File: config.mk
export PLATFORM = sky130hd
export DESIGN_NAME = fetch_queue
export DESIGN_NICKNAME = d
export VERILOG_FILES = /design/src/rtl/fetch_queue.sv
export SDC_FILE = /design/constraint.sdc
export NUM_CORES = 1
export LEC_CHECK = 0
export BUFFER_PORTS_ARGS = -buffer_cell sky130_fd_sc_hd__buf_2
export CAP_MARGIN = 20
export CORE_ASPECT_RATIO = 2
export CORE_MARGIN = 4
export CORE_UTILIZATION = 40
export DETAILED_ROUTE_END_ITERATION = 7
export REMOVE_ABC_BUFFERS = 1
export SYNTH_ARGS = -nofsm -noshare
export SYNTH_HDL_FRONTEND = slang
export SYNTH_SLANG_ARGS = --single-unit
File: constraint.sdc
create_clock -name clk -period 2.9 [get_ports clk]
set_input_delay 0.435 -clock clk [delete_from_list [all_inputs] [get_ports clk]]
set_output_delay 0.435 -clock clk [all_outputs]
set_load 0.03 [all_outputs]
File: src/rtl/fetch_queue.sv
// Fetch stage: PC generation, req/ack instruction memory port and a DEPTH-entry
// decoupling FIFO of {PC, instruction} pairs feeding decode.
//
// state | meaning
// REQ   | normal fetching; a raised request is held until its ack
// DROP  | an abandoned request is still outstanding; its response is discarded
module fetch_queue #(
   parameter int DATA_WIDTH = 32,
   parameter int ADDR_WIDTH = 32,
   parameter int DEPTH = 4,
   parameter logic [ADDR_WIDTH-1:0] RESET_PC = '0
) (
   input  logic                  clk,
   input  logic                  rst,
   input  logic                  redirect,
   input  logic [ADDR_WIDTH-1:0] redirect_pc,
   input  logic                  stall,
   output logic                  imem_req,
   output logic [ADDR_WIDTH-1:0] imem_addr,
   input  logic                  imem_ack,
   input  logic [DATA_WIDTH-1:0] imem_rdata,
   output logic                  instr_valid,
   output logic [DATA_WIDTH-1:0] InstrD,
   output logic [ADDR_WIDTH-1:0] PCD,
   output logic [ADDR_WIDTH-1:0] PCPlus4D
);
   localparam int PTR_W = $clog2(DEPTH);
   localparam int CNT_W = $clog2(DEPTH + 1);
   localparam int ENTRY_W = ADDR_WIDTH + DATA_WIDTH;
   localparam logic [CNT_W-1:0] FULL_CNT = CNT_W'(DEPTH);

   typedef enum logic {REQ = 1'b0, DROP = 1'b1} fetchState;

   fetchState             state, stateNext;
   logic [ADDR_WIDTH-1:0] fetchPc, redirectAligned;
   logic [ENTRY_W-1:0]    entries [DEPTH];
   logic [PTR_W-1:0]      rdPtr, wrPtr;
   logic [CNT_W-1:0]      count;
   logic                  reqHeld, reqHeldNext;
   logic                  pop, space, push;

   // Request is gated by rst so the port is quiet for the whole reset window.
   always_comb begin
      stateNext = state;
      imem_req = 1'b0;
      push = 1'b0;
      reqHeldNext = 1'b0;
      pop = instr_valid & ~stall & ~redirect;
      space = (count < FULL_CNT) | pop;
      case (state)
         REQ: begin
            imem_req = rst & (space | reqHeld);
            if (redirect) begin
               if (imem_req & ~imem_ack) stateNext = DROP;
            end else begin
               push = imem_req & imem_ack;
               reqHeldNext = imem_req & ~imem_ack;
            end
         end
         DROP: begin
            if (imem_ack) stateNext = REQ;
         end
         default: stateNext = REQ;
      endcase
   end

   always_ff @(posedge clk or negedge rst) begin
      if (!rst) begin
         state <= REQ;
         reqHeld <= 1'b0;
         fetchPc <= RESET_PC;
      end else begin
         state <= stateNext;
         reqHeld <= reqHeldNext;
         if (redirect) fetchPc <= redirectAligned;
         else if (push) fetchPc <= fetchPc + ADDR_WIDTH'(4);
      end
   end

   always_ff @(posedge clk or negedge rst) begin
      if (!rst) begin
         rdPtr <= '0;
         wrPtr <= '0;
         count <= '0;
      end else if (redirect) begin
         rdPtr <= '0;
         wrPtr <= '0;
         count <= '0;
      end else begin
         if (push) wrPtr <= wrPtr + PTR_W'(1);
         if (pop) rdPtr <= rdPtr + PTR_W'(1);
         case ({push, pop})
            2'b10:   count <= count + CNT_W'(1);
            2'b01:   count <= count - CNT_W'(1);
            default: count <= count;
         endcase
      end
   end

   always_ff @(posedge clk or negedge rst) begin
      if (!rst) begin
         for (int i = 0; i < DEPTH; i++) entries[i] <= '0;
      end else if (push) begin
         entries[wrPtr] <= {fetchPc, imem_rdata};
      end
   end

   assign redirectAligned = redirect_pc & ~ADDR_WIDTH'(3);
   assign imem_addr = fetchPc;
   assign instr_valid = (count != '0);
   assign {PCD, InstrD} = entries[rdPtr];
   assign PCPlus4D = PCD + ADDR_WIDTH'(4);
endmodule
* Yosys cells after proc, flatten, opt, wreduce, memory -nomap -nowiden *
Index checks and enable logic that the tools add are counted.

operators by class
  add/sub/neg operators = 6
  $mul = 0
  divide/modulo/power cells = 0
  magnitude comparators = 4
  equality and inequality tests = 2
  shift-type cells = 0
  multiplexer cells = 23
  bitwise logic cells = 13
  reductions and logical operators = 5

operator list
  cell                                                                          count
  256-bit bitwise mux                                                           1
  64-bit two-way mux                                                            3
  64-bit binary-select mux with 2-bit select                                    1
  64-bit demux with 2-bit select                                                1
  32-bit by 3-bit adder with 32-bit output, second input constant               2
  32-bit two-way mux                                                            2
  1-bit two-way mux                                                             8
  2-bit two-way mux                                                             4
  3-bit greater-or-equal comparator, second input constant                      2
  2-bit NOT with 3-bit output                                                   2
  3-bit one-hot mux with 2 select lines                                         1
  3-bit nonzero test                                                            2
  1-bit AND                                                                     5
  2-bit by 1-bit adder with 2-bit output, second input constant                 2
  1-bit NOT                                                                     4
  2-bit nonzero test                                                            2
  3-bit by 1-bit adder with 3-bit output, second input constant                 1
  3-bit by 1-bit less-than comparator with 1-bit output, second input constant  1
  3-bit less-than comparator, second input constant                             1
  3-bit two-way mux                                                             1
  3-bit by 1-bit subtractor with 3-bit output, second input constant            1
  2-bit by 1-bit equality test with 1-bit output, second input constant         1
  2-bit equality test, second input constant                                    1
  1-bit OR                                                                      2
  2 further kinds                                                               2

storage, ports and cells
  register bits after elaboration = 297
  latch bits = 0
  RAM bits = 0
  memory bits (read-only) = 0
  output and inout bits = 130
  word-level logic and storage cells = 63
  memories kept = 0

* Logic depth before layout (Yosys ltp) *
Gate-level depths: netlist (run 1).

  word-level depth = 12
  mapped depth = 8

* Least setup slack after synthesis (run 1) *
Ideal clock, no wire load.

  kind = reg-to-output
  start = reg rdPtr[0]
  end = out PCPlus4D[27]
  data arrival time = 2.509 ns
  path slack = -0.044 ns
  cell stages (with the launch flop) = 8
  buffers on the path = 2
  path through = dfrtp_1 buf_6 buf_6 mux4_1 inv_1 nor4_4 nand4_1 xnor2_1

on the way
  word-level cells in the longest chain between the ends = 5

ends and longest elaborated chain
  what                                                    RTL line  text
  from (decl)                                             37        logic [PTR_W-1:0] rdPtr, wrPtr;
  from (signal assigned)                                  91        if (pop) rdPtr <= rdPtr + PTR_W'(1);
  2-bit NOT with 3-bit output (not written as such)       111       assign {PCD, InstrD} = entries[rdPtr];
  64-bit binary-select mux with 2-bit select              111
  64-bit two-way mux (not written as such) (2 in series)  111
  named net PCD[21]                                       24        output logic [ADDR_WIDTH-1:0] PCD,
  32-bit by 3-bit adder with 32-bit output                112       assign PCPlus4D = PCD + ADDR_WIDTH'(4);
  to (decl)                                               25        output logic [ADDR_WIDTH-1:0] PCPlus4D

The timed path passes the listed nets, and every way through them passes these cells. The select of a mux whose other input is x is not followed.

* Final worst setup path (run 1) *
  start = reg rdPtr[0]
  end = out PCPlus4D[17]

on the way
  word-level cells in the longest chain between the ends = 5

ends and longest elaborated chain
  what                                                    RTL line
  2-bit NOT with 3-bit output (not written as such)       111
  64-bit binary-select mux with 2-bit select              111
  64-bit two-way mux (not written as such) (2 in series)  111
  32-bit by 3-bit adder with 32-bit output                112

No other way between the ends. The select of a mux whose other input is x is not followed.

==> impl_metrics.csv, run 1 <==
group,metric,value,unit
synthesis,synth_seq_cells,287,
finish,final_cell_mix,"dfrtp_1, mux2_2, buf_2, buf_4, mux4_2",
floorplan,fp.dieArea,37340,um^2
critical_path,crit_arrival,2.95,ns
finish,fin_area,16960,um^2
floorplan,rows,95,
sta,worst_slew_pin_slew,0.8689,ns
cts,cts_sinks,287,
critical_path,worstPathCellList,"buf_12 -> buf_12 -> mux4_2 -> nand4_1 -> or3_4 -> buf_6 -> nor2_4 -> xnor2_1 -> buf_4",
cts,cts_tree,"yes",
drt,wl_met3,1236,um
sta,setup_viol,28,
cts,cts.reportedPaths.clkPinSlew,0.06,ns
power_and_ir_drop,cellPowerDensity,1011,nW/um^2
finish,num-nets-final,1276,
critical_path,crit_family,"simple AND/OR/NAND/NOR gates",
drt,antenna_left,0,
critical_path,worstSetupEndpointType,"primary output",
placement,port_buffers,190,
sta,final-hold-violation-count,0,
critical_path,cp_common_cell,"buf_12",
critical_path,path_class,"reg -> out",
cts,cts_buffers,27,
power_and_ir_drop,power.total,17.14,mW
synthesis,synth-warning-count,0,
synthesis,yosysUniqueCellTypes,51,
floorplan,core_area,33640,um^2
finish,fin_util,50.41,%
sta,finalCritPeriodShare,116.8,%
grt,antenna_found_initial,1,
sta,finalClockSkew,0.01841,ns
cts,clockBufferDepth,3,
placement,hpwl,24120,um
cts,clk_latency,0.55,ns
sta,holdWs,0.04580,ns
sta,relSlewSlack,42.07,%
drt,wl_met2,19480,um
placement,placed_area,15490,um^2
power_and_ir_drop,seqPwrFrac,32.0,%
grt,grt_pass1_wl,56140,um
critical_path,worst-path-buf-inv,4,
power_and_ir_drop,switching_share,38.19,%
run_status,status,"finished, violations left",
sta,setup_slack,-0.4872,ns
drt,first_pass_iters,4,
synthesis,synth_cells,953,
min_path,worst_hold_path_type,"in -> async",
cts,cts-root-buf,"clkbuf_16",
finish,antenna_cells,0,
drt,drtIter0Drc,287,
floorplan,initial_core_util,40.59,%
sta,fin_setup_tns,-9.602,ns
drt,highest_layer,"met4",
power_and_ir_drop,clockPowerShare,21.1,%
sta,rsz0062_at_grt,"true",
finish,syn_to_final_growth,24.19,%
critical_path,cp-start-kind,"register",
drt,via_per_inst,5.276,
power_and_ir_drop,peakVddDrop,0.9162,mV
drt,remaining_drc_errors,0,
critical_path,crit_path_top_delay_cell,"dfrtp_4",
placement,place.gp.congestion,0.8067,
critical_path,required,2.47,ns
power_and_ir_drop,power.leakage,7.984,nW
drt,drt-met1-wl,13230,um
power_and_ir_drop,power_switching,6.546,mW
finish,drive_gt1_share,55.23,%
drt,vias,8710,
critical_path,worstPathMaxFanout,5,
synthesis,synth-seq-area-share,52.60,%
sta,fmax,295.2,MHz
cts,holdBufCountCts,0,
floorplan,die_x,138.6,um
floorplan,boundaryPins,199,
drt,wl_per_cell,21.24,um
finish,layout_commonest_cell,"dfrtp_1",
power_and_ir_drop,internal_power,10.59,mW
placement,dp_cells,1586,
synthesis,avgSynthCellArea,14.33,um^2
placement,dp_slack,-0.1138,ns
grt,grt_max_degree,83,
run,max-cap-violations,0,
sta,slew_violations,0,
critical_path,max_stage_delay,0.50,ns
grt,global_route.overflow_total,0,
synthesis,netlist_area,13650,um^2
drt,routed_wirelength,35060,um
power_and_ir_drop,comb_power_share,46.9,%
grt,grt.total_usage,18.97,%
floorplan,die_h,269.3,um
run_status,violations,"negative setup slack",
sta,finalCriticalPeriod,3.387,ns
finish,fillers,2930,
grt,grt_pass1_vias,9692,
cts,h-tree-depth,1,
finish,instances_no_fill,1651,
## per-layer routing
metal	vias up	GRT usage (%)
met5	-	0
met4	0	5.773
met3	45	2.287
met2	178	36.43
met1	4536	21.79
li1	3951	-
## repair_timing
action / 4_1_cts / 5_1_grt
setup buffers: 14 / 6
gates resized for setup: 84 / 15
endpoints found under the setup margin: 44 / 29
pin swaps: 22 / 21
endpoints found under the hold margin: 0 / 0
## cell usage after synthesis, drive strengths merged
master,count,area [um^2]
a21oi,2,10.01
o31a,1,8.760
buf,52,301.5
or2,2,12.52
clkbuf,18,68.81
xor2,13,113.9
dfrtp,287,7182
o21ai,29,145.1
mux2i,4,40.04
nand2b,2,12.51
xnor2,47,411.6
nor3,17,105.1
mux2,248,2793
inv,13,48.80
a31oi,1,6.260
nand2,52,195.2
and2,3,18.77
or3,3,23.77
a22oi,2,15.01
mux4,62,1449
and3,4,25.02
and4,5,46.29
nand3,18,95.09
nand4,16,136.4
nor3b,2,15.01
nand3b,2,15.01
nor4,12,130.1
nor2b,2,12.51
conb,1,3.750
nor2,22,82.58
and3b,1,8.760
ha,6,75.07
or4b,2,20.02
or4,1,7.510
fa,1,20.02
## sequential cells by signal, indices dropped and copies added (netlist names)
name and count:
reqHeld 1, count 3, rdPtr 2, state 1
entries 248, wrPtr 2, imem_addr 30
## power groups by stage
stage | combinational, mW | sequential (mW) | clock, mW
3_3_place_gp | 7.25 | 5.56 | 0
5_1_grt | 8.52 | 5.62 | 3.91
2_1_floorplan | 4.80 | 5.64 | 0
6_report | 8.03 | 5.49 | 3.61
3_5_place_dp | 7.31 | 5.62 | 0
4_1_cts | 8.01 | 5.50 | 3.74
## cell families (layout without fill, tap and decap cells)
group / Yosys count / count (layout) / share of synthesized area, %
mux: 314 / 314 / 31.36
flops: 287 / 287 / 52.60
simple gates: 166 / 166 / 7.047
buf+inv: 83 / 340 / 3.070
xor+xnor: 60 / 60 / 3.849
other cells: 1 / 6 / 0.02746
fa+ha+maj: 7 / 7 / 0.6964
compound gates: 35 / 35 / 1.356
## final timing paths
path	cells past startpoint	slack [ns]	to	startpoint
max in group asynchronous	3	1.47	imem_addr[28]	rst
setup / recovery	9	-0.49	PCPlus4D[17]	rdPtr[0]
hold reg to reg	1	0.50	entries[69]	entries[69]
setup reg to reg	6	0.54	entries[203]	count[2]
hold / removal	2	0.05	rdPtr[0]	rst
min in group clk	3	0.10	imem_addr[11]	redirect_pc[11]
## cell type report
cell class	count	area (um^2)	share of cell area (%)
Timing Repair Buffer	283	1998	11.78
Sequential cell	287	7189	42.40
Multi-Input combinational cell	588	6301	37.16
Clock buffer	34	711.9	4.198
Inverter	13	48.80	0.2878
Tap cell	436	545.5	3.217
Clock inverter	10	162.7	0.9592
(Power assumes the default switching activity.)
==> inputs of run 2 (changes only) <==
--- a/config.mk
+++ b/config.mk
@@ -9,9 +9,10 @@
 export CAP_MARGIN = 20
 export CORE_ASPECT_RATIO = 2
 export CORE_MARGIN = 4
-export CORE_UTILIZATION = 40
+export CORE_UTILIZATION = 30
 export DETAILED_ROUTE_END_ITERATION = 7
 export REMOVE_ABC_BUFFERS = 1
+export SETUP_SLACK_MARGIN = 0.3
 export SYNTH_ARGS = -nofsm -noshare
 export SYNTH_HDL_FRONTEND = slang
 export SYNTH_SLANG_ARGS = --single-unit
==> run 2 against run 1 <==
Against the previous run:
- the flow still finishes with violations (negative setup slack)
- non-clock buffer count is 17 higher
- global-route usage is 3.8 points lower
- sequential share of layout area is 2.4 points lower
- flip-flop and latch count stayed put
- clock skew is 0.0079 ns lower
- hold slack better by 0.022 ns
- total power is 11% higher
- die area is 32% higher
- core utilization is 10 points lower
- combinational power is 20% higher
- routed wire length is 9.3% higher
- clock power is 9.1% higher
- largest cell class unchanged
==> impl_metrics.csv, run 2 (synthesis gave the netlist of run 1 again) <==
group,metric,value,unit
finish,top_register,"entries",
floorplan,die_x,158.9,um
drt,via_per_inst,4.937,
run,max-cap-violations,0,
grt,grt_pass1_vias,9703,
finish,layout_commonest_cell,"dfrtp_1",
sta,setup_viol,28,
sta,relSlewSlack,34.78,%
power_and_ir_drop,peakVddDrop,0.6835,mV
cts,cts_buffers,28,
power_and_ir_drop,cellPowerDensity,1061,nW/um^2
critical_path,cp-start-kind,"register",
placement,port_buffers,190,
sta,rsz0062_at_grt,"true",
floorplan,core_area,45010,um^2
grt,global_route.overflow_total,0,
run_status,violations,"negative setup slack",
drt,vias,8886,
power_and_ir_drop,clockPowerShare,20.7,%
power_and_ir_drop,switching_share,37.12,%
sta,holdWs,0.06781,ns
drt,wl_per_cell,21.29,um
cts,clk_latency,0.57,ns
cts,cts-root-buf,"clkbuf_16",
power_and_ir_drop,comb_power_share,50.4,%
critical_path,worstPathMaxFanout,9,
finish,syn_to_final_growth,31.60,%
critical_path,crit_arrival,3.01,ns
sta,setup_slack,-0.5487,ns
floorplan,die_h,309.7,um
finish,drive_gt1_share,57.79,%
sta,fin_setup_tns,-10.80,ns
sta,final-hold-violation-count,0,
power_and_ir_drop,power.leakage,8.330,nW
sta,finalCriticalPeriod,3.449,ns
critical_path,path_class,"reg -> out",
cts,cts_tree,"yes",
finish,num-nets-final,1294,
drt,antenna_left,0,
critical_path,required,2.47,ns
finish,fillers,4214,
grt,grt_max_degree,92,
floorplan,fp.dieArea,49200,um^2
floorplan,boundaryPins,199,
cts,cts.reportedPaths.clkPinSlew,0.07,ns
cts,clockBufferDepth,3,
critical_path,r2r_slack,0.54,ns
finish,instances_no_fill,1800,
drt,first_pass_iters,4,
sta,finalCritPeriodShare,118.9,%
placement,hpwl,25430,um
sta,worst_slew_pin_slew,0.9784,ns
grt,grt.total_usage,15.16,%
min_path,worst_hold_path_type,"in -> async",
power_and_ir_drop,seqPwrFrac,28.9,%
sta,fmax,290.0,MHz
sta,slew_violations,0,
grt,antenna_found_initial,1,
floorplan,rows,110,
placement,place.gp.congestion,0.7866,
cts,h-tree-depth,1,
drt,drtIter0Drc,355,
drt,routed_wirelength,38330,um
grt,grt_pass1_wl,58430,um
finish,largest_reg_flops,248,
sta,finalClockSkew,0.01053,ns
critical_path,worstSetupEndpointType,"primary output",
floorplan,initial_core_util,30.34,%
run_status,status,"finished, violations left",
power_and_ir_drop,internal_power,11.99,mW
cts,cts_sinks,287,
power_and_ir_drop,power_switching,7.076,mW
placement,dp_cells,1699,
finish,final_cell_mix,"dfrtp_1, mux2_2, buf_2, buf_6, buf_4",
drt,remaining_drc_errors,0,
[run 2: cell type report]
type	instances	area (um^2)	area share [%]
clock buffers	40	815.8	4.540
inverters	13	48.80	0.2716
diodes	1	2.502	0.01393
repair buffers	300	2644	14.71
well taps	560	700.7	3.899
clock inverters	11	175.2	0.9748
flip-flops and latches	287	7189	40.01
multi-input cells	588	6394	35.58
[run 2: path summary, 6_finish.rpt]
kind / cells after the start / start / to
worst min-delay path: 2 / rst / imem_addr[23]
worst min register to register: 1 / entries[181] / entries[181]
min in group clk: 3 / redirect_pc[14] / imem_addr[14]
worst max register to register: 5 / imem_addr[8] / imem_addr[31]
worst max-delay path: 7 / rdPtr[0] / PCPlus4D[19]
max in group asynchronous: 3 / rst / entries[212]
[run 2: layer usage]
| metal | track usage, % | vias to the layer above | share of wire [%] | routed length (um) |
|---|---|---|---|---|
| li1 | - | 3987 | - | - |
| met1 | 18.20 | 4651 | 40 | 15230 |
| met2 | 27.39 | 196 | 54 | 20710 |
| met3 | 2.246 | 52 | 3.3 | 1248 |
| met5 | 0 | - | 0 | 0 |
| met4 | 6.101 | 0 | 3.0 | 1145 |
[run 2: critical path: stages, from the launching register on]
cell,delay (ns)
dfrtp_4,0.57
buf_12,0.18
mux4_2,0.37
nand4_1,0.23
or3_4,0.55
nor3_4,0.18
xor2_2,0.21
buf_6,0.16
[run 2: power by group through the flow]
stage          sequential, mW  combinational (mW)  clock, mW
2_1_floorplan            5.64                4.80          0
3_3_place_gp             5.50                7.29          0
3_5_place_dp             5.57                7.37          0
4_1_cts                  5.52                8.87       4.10
5_1_grt                  5.62                10.1       4.24
6_report                 5.51                9.61       3.94
[run 2: timing repair]
action / 4_1_cts / 5_1_grt
pin swaps: 19 / 32
gates resized for setup: 184 / 102
hold buffers: 0 / 0
buffers inserted: 19 / 27
gates cloned: 1 / 1
endpoints found under the setup margin: 74 / 133
[run 2: metrics by stage]
stage | setup WS (ns) | area [um^2] | util [%] | total power, mW
final | -0.5487 | 17970 | 39.93 | 19.06
after global routing | -0.6566 | 17970 | 39.92 | 20.00
after CTS | -0.5014 | 17330 | 38.50 | 18.48
after detailed placement | -0.08807 | 15600 | 34.66 | 12.94
after global placement | -0.06423 | 15600 | 34.66 | 12.78
after floorplan | -2.171 | 13300 | - | 10.44
==> inputs of run 3 (changes only) <==
--- a/config.mk
+++ b/config.mk
@@ -5,8 +5,8 @@
 export SDC_FILE = /design/constraint.sdc
 export NUM_CORES = 1
 export LEC_CHECK = 0
+export ABC_AREA = 1
 export BUFFER_PORTS_ARGS = -buffer_cell sky130_fd_sc_hd__buf_2
-export CAP_MARGIN = 20
 export CORE_ASPECT_RATIO = 2
 export CORE_MARGIN = 4
 export CORE_UTILIZATION = 30
==> run 3 against run 2 <==
Against the previous run:
- the flow still finishes with violations (negative setup slack)
- sequential share of layout area shrank 6.4 points
- register-to-register slack gained 0.15 ns
- first-iteration DRC count grew to 2.6 times the previous value
- non-clock buffer count grew 70
- final cell count grew 63%
- maximum frequency grew 7.9%
- total power shrank 27%
- clock-buffer cell count shrank 11
- critical path depth grew 6
- setup slack gained 0.25 ns
- synthesized area grew 9.0%
==> impl_metrics.csv, run 3 <==
group,metric,value,unit
finish,drive_gt1_share,33.32,%
finish,largest_reg_flops,248,
grt,grt_pass1_wl,82210,um
power_and_ir_drop,internal_power,8.663,mW
placement,port_buffers,190,
synthesis,yosysUniqueCellTypes,34,
sta,finalCriticalPeriod,3.197,ns
cts,cts-root-buf,"clkbuf_16",
synthesis,yosys.area.top_type,"dfrtp_1",
critical_path,r2r_slack,0.69,ns
synthesis,synth_compound_area_share,13.49,%
power_and_ir_drop,power.total,13.89,mW
power_and_ir_drop,switching_share,37.65,%
synthesis,synth.top_cell.area_share,48.26,%
critical_path,cp-start-kind,"register",
finish,num-nets-final,2358,
finish,antenna_cells,0,
synthesis,synth.most_common_cell,"nand2_1",
synthesis,synth_top_cells_by_count,"nand2_1, o21ai_0, dfrtp_1, nor2_1, inv_1",
critical_path,required,2.47,ns
sta,final-hold-violation-count,0,
placement,dp_slack,0.1128,ns
power_and_ir_drop,seqPwrFrac,36.7,%
synthesis,synth_cells,1994,
cts,clk_latency,0.56,ns
drt,vias,14670,
critical_path,worstSetupEndpointType,"primary output",
grt,grt_max_degree,144,
sta,rsz0062_at_grt,"true",
finish,fillers,4818,
critical_path,crit_arrival,2.76,ns
placement,hpwl,36730,um
power_and_ir_drop,power.leakage,10.25,nW
synthesis,netlist_area,14880,um^2
synthesis,synth-seq-area-share,48.26,%
finish,layout_commonest_cell,"nand2_1",
critical_path,max_stage_delay,0.56,ns
synthesis,synth_top_family_by_area,"simple AND/OR/NAND/NOR gates",
floorplan,rows,115,
floorplan,die_h,323.0,um
synthesis,synth-warning-count,0,
synthesis,synth_async_sr_flop_share,100.0,%
critical_path,worstPathCellList,"clkinv_8 -> nor2_2 -> nor2_2 -> o21ai_4 -> nand2_2 -> ha_4 -> inv_4 -> nor2_4 -> nand2_2 -> nor2_4 -> xor2_1 -> buf_4 -> buf_6",
grt,grt_pass1_vias,14360,
drt,remaining_drc_errors,0,
finish,fin_area,21380,um^2
finish,final_cell_mix,"nand2_1, dfrtp_1, o21ai_0, buf_6, nand2_2",
cts,cts_buffers,25,
floorplan,initial_core_util,30.24,%
synthesis,synth_ff_type,"dfrtp_1",
min_path,worst_hold_path_type,"in -> reg",
drt,drtIter0Drc,932,
placement,place.gp.congestion,0.9409,
floorplan,fp.dieArea,53440,um^2
sta,finalCritPeriodShare,110.2,%
sta,slew_violations,0,
sta,setup_slack,-0.2972,ns
finish,syn_to_final_growth,43.69,%
cts,clockBufferDepth,3,
drt,first_pass_iters,5,
critical_path,worstPathMaxFanout,6,
critical_path,path_class,"reg -> out",
sta,worst_slew_pin_slew,1.125,ns
finish,instances_no_fill,2939,
cts,h-tree-depth,1,
sta,setup_viol,50,
synthesis,synthXorXnorAreaFrac,2.001,%
finish,multiInputGateArea,8223,um^2
grt,antenna_found_initial,0,
cts,cts.reportedPaths.clkPinSlew,0.07,ns
drt,wl_per_cell,18.98,um
sta,finalClockSkew,0.02850,ns
run_status,violations,"negative setup slack",
power_and_ir_drop,clockPowerShare,24.5,%
drt,antenna_left,0,
grt,global_route.overflow_total,0,
synthesis,synth_simple_gate_area_share,28.25,%
sta,relSlewSlack,24.98,%
drt,via_per_inst,4.991,
sta,holdWs,0.07878,ns
placement,placed_area,16920,um^2
placement,dp_cells,2810,
cts,cts_tree,"yes",
finish,ff_latch_area,7189,um^2
run_status,status,"finished, violations left",
synthesis,synth_edf_count,0,
finish,top_register,"entries",
synthesis,synth_seq_cells,287,
power_and_ir_drop,comb_power_share,38.7,%
floorplan,core_area,49210,um^2
critical_path,crit_path_top_delay_cell,"dfrtp_4",
synthesis,synth-adder-area-share,0.6390,%
synthesis,avgSynthCellArea,7.463,um^2
power_and_ir_drop,peakVddDrop,0.4982,mV
run,max-cap-violations,0,
drt,routed_wirelength,55770,um
cts,cts_sinks,287,
floorplan,boundaryPins,199,
power_and_ir_drop,cellPowerDensity,649.8,nW/um^2
sta,fmax,312.8,MHz
synthesis,muxShareOfSynthArea,0,%
power_and_ir_drop,power_switching,5.231,mW
grt,grt.total_usage,19.71,%
synthesis,synth_area_leaders,"dfrtp_1, nand2_1, o21ai_0",
floorplan,die_x,165.5,um
-- run 3: timing repair --
action                                  CTS  global route
hold buffers                              1             0
gates resized for setup                 422           328
endpoints found under the hold margin    23             0
cloned                                   14            10
endpoints found under the setup margin   73            81
pin swaps                               100           122
setup buffers                            33            30
-- run 3: final timing paths --
kind / depth (start not counted) / endpoint / start
min in group asynchronous: 2 / entries[27] / rst
max in group asynchronous: 3 / entries[159] / rst
hold / removal: 2 / state / imem_ack
setup / recovery: 13 / PCPlus4D[10] / rdPtr[0]
setup reg to reg: 8 / imem_addr[22] / imem_addr[2]
hold reg to reg: 1 / reqHeld / state
-- run 3: power by group through the flow --
stage | combinational, mW | sequential (mW) | clock (mW)
6_report | 5.38 | 5.10 | 3.41
5_1_grt | 5.78 | 5.18 | 3.66
4_1_cts | 4.77 | 5.04 | 3.50
2_1_floorplan | 2.19 | 5.08 | 0
3_5_place_dp | 3.86 | 5.07 | 0
3_3_place_gp | 3.82 | 5.04 | 0
-- run 3: kinds of logic (layout without fill, tap and decap cells) --
kind of cell | Yosys count | count (layout)
simple gates | 1050 | 1050
compound gates | 379 | 379
flops | 287 | 287
buf+inv | 236 | 533
xor+xnor | 34 | 34
fa+ha+maj | 7 | 7
other cells | 1 | 6
-- run 3: worst max-delay path, delay by kind of cell, from the launching register on --
| kind | cells | cell delay, ns |
|---|---|---|
| XOR/XNOR | 1 | 0.17 |
| buffers and inverters | 4 | 0.43 |
| flip-flops | 1 | 0.56 |
| AO/OA/AOI/OAI | 1 | 0.08 |
| adder cells (fa/ha/maj) | 1 | 0.16 |
| AND/OR/NAND/NOR | 6 | 0.80 |
-- run 3: metal layers --
metal	vias up	share of wire, %	track usage, %
met2	458	52	35.18
met1	7109	37	23.27
met5	-	0	0
met3	123	5.2	3.149
li1	6978	-	-
met4	0	5.3	8.202
-- run 3: layout make-up --
type	count	area share (%)
multi-input cells	1476	38.46
clock inverters	12	0.6905
clock buffers	29	3.090
repair buffers	370	18.04
well taps	643	3.763
repair inverters	1	0.05267
inverters	121	2.282
flip-flops and latches	287	33.62
-- run 3: metrics by stage --
stage / TNS [ns] / utilization (%)
floorplan: -176.18 / -
global placement: 0 / 34.38
detailed placement: 0 / 34.38
CTS: -4.790 / 40.21
global route: -11.00 / 43.45
finish: -7.157 / 43.45
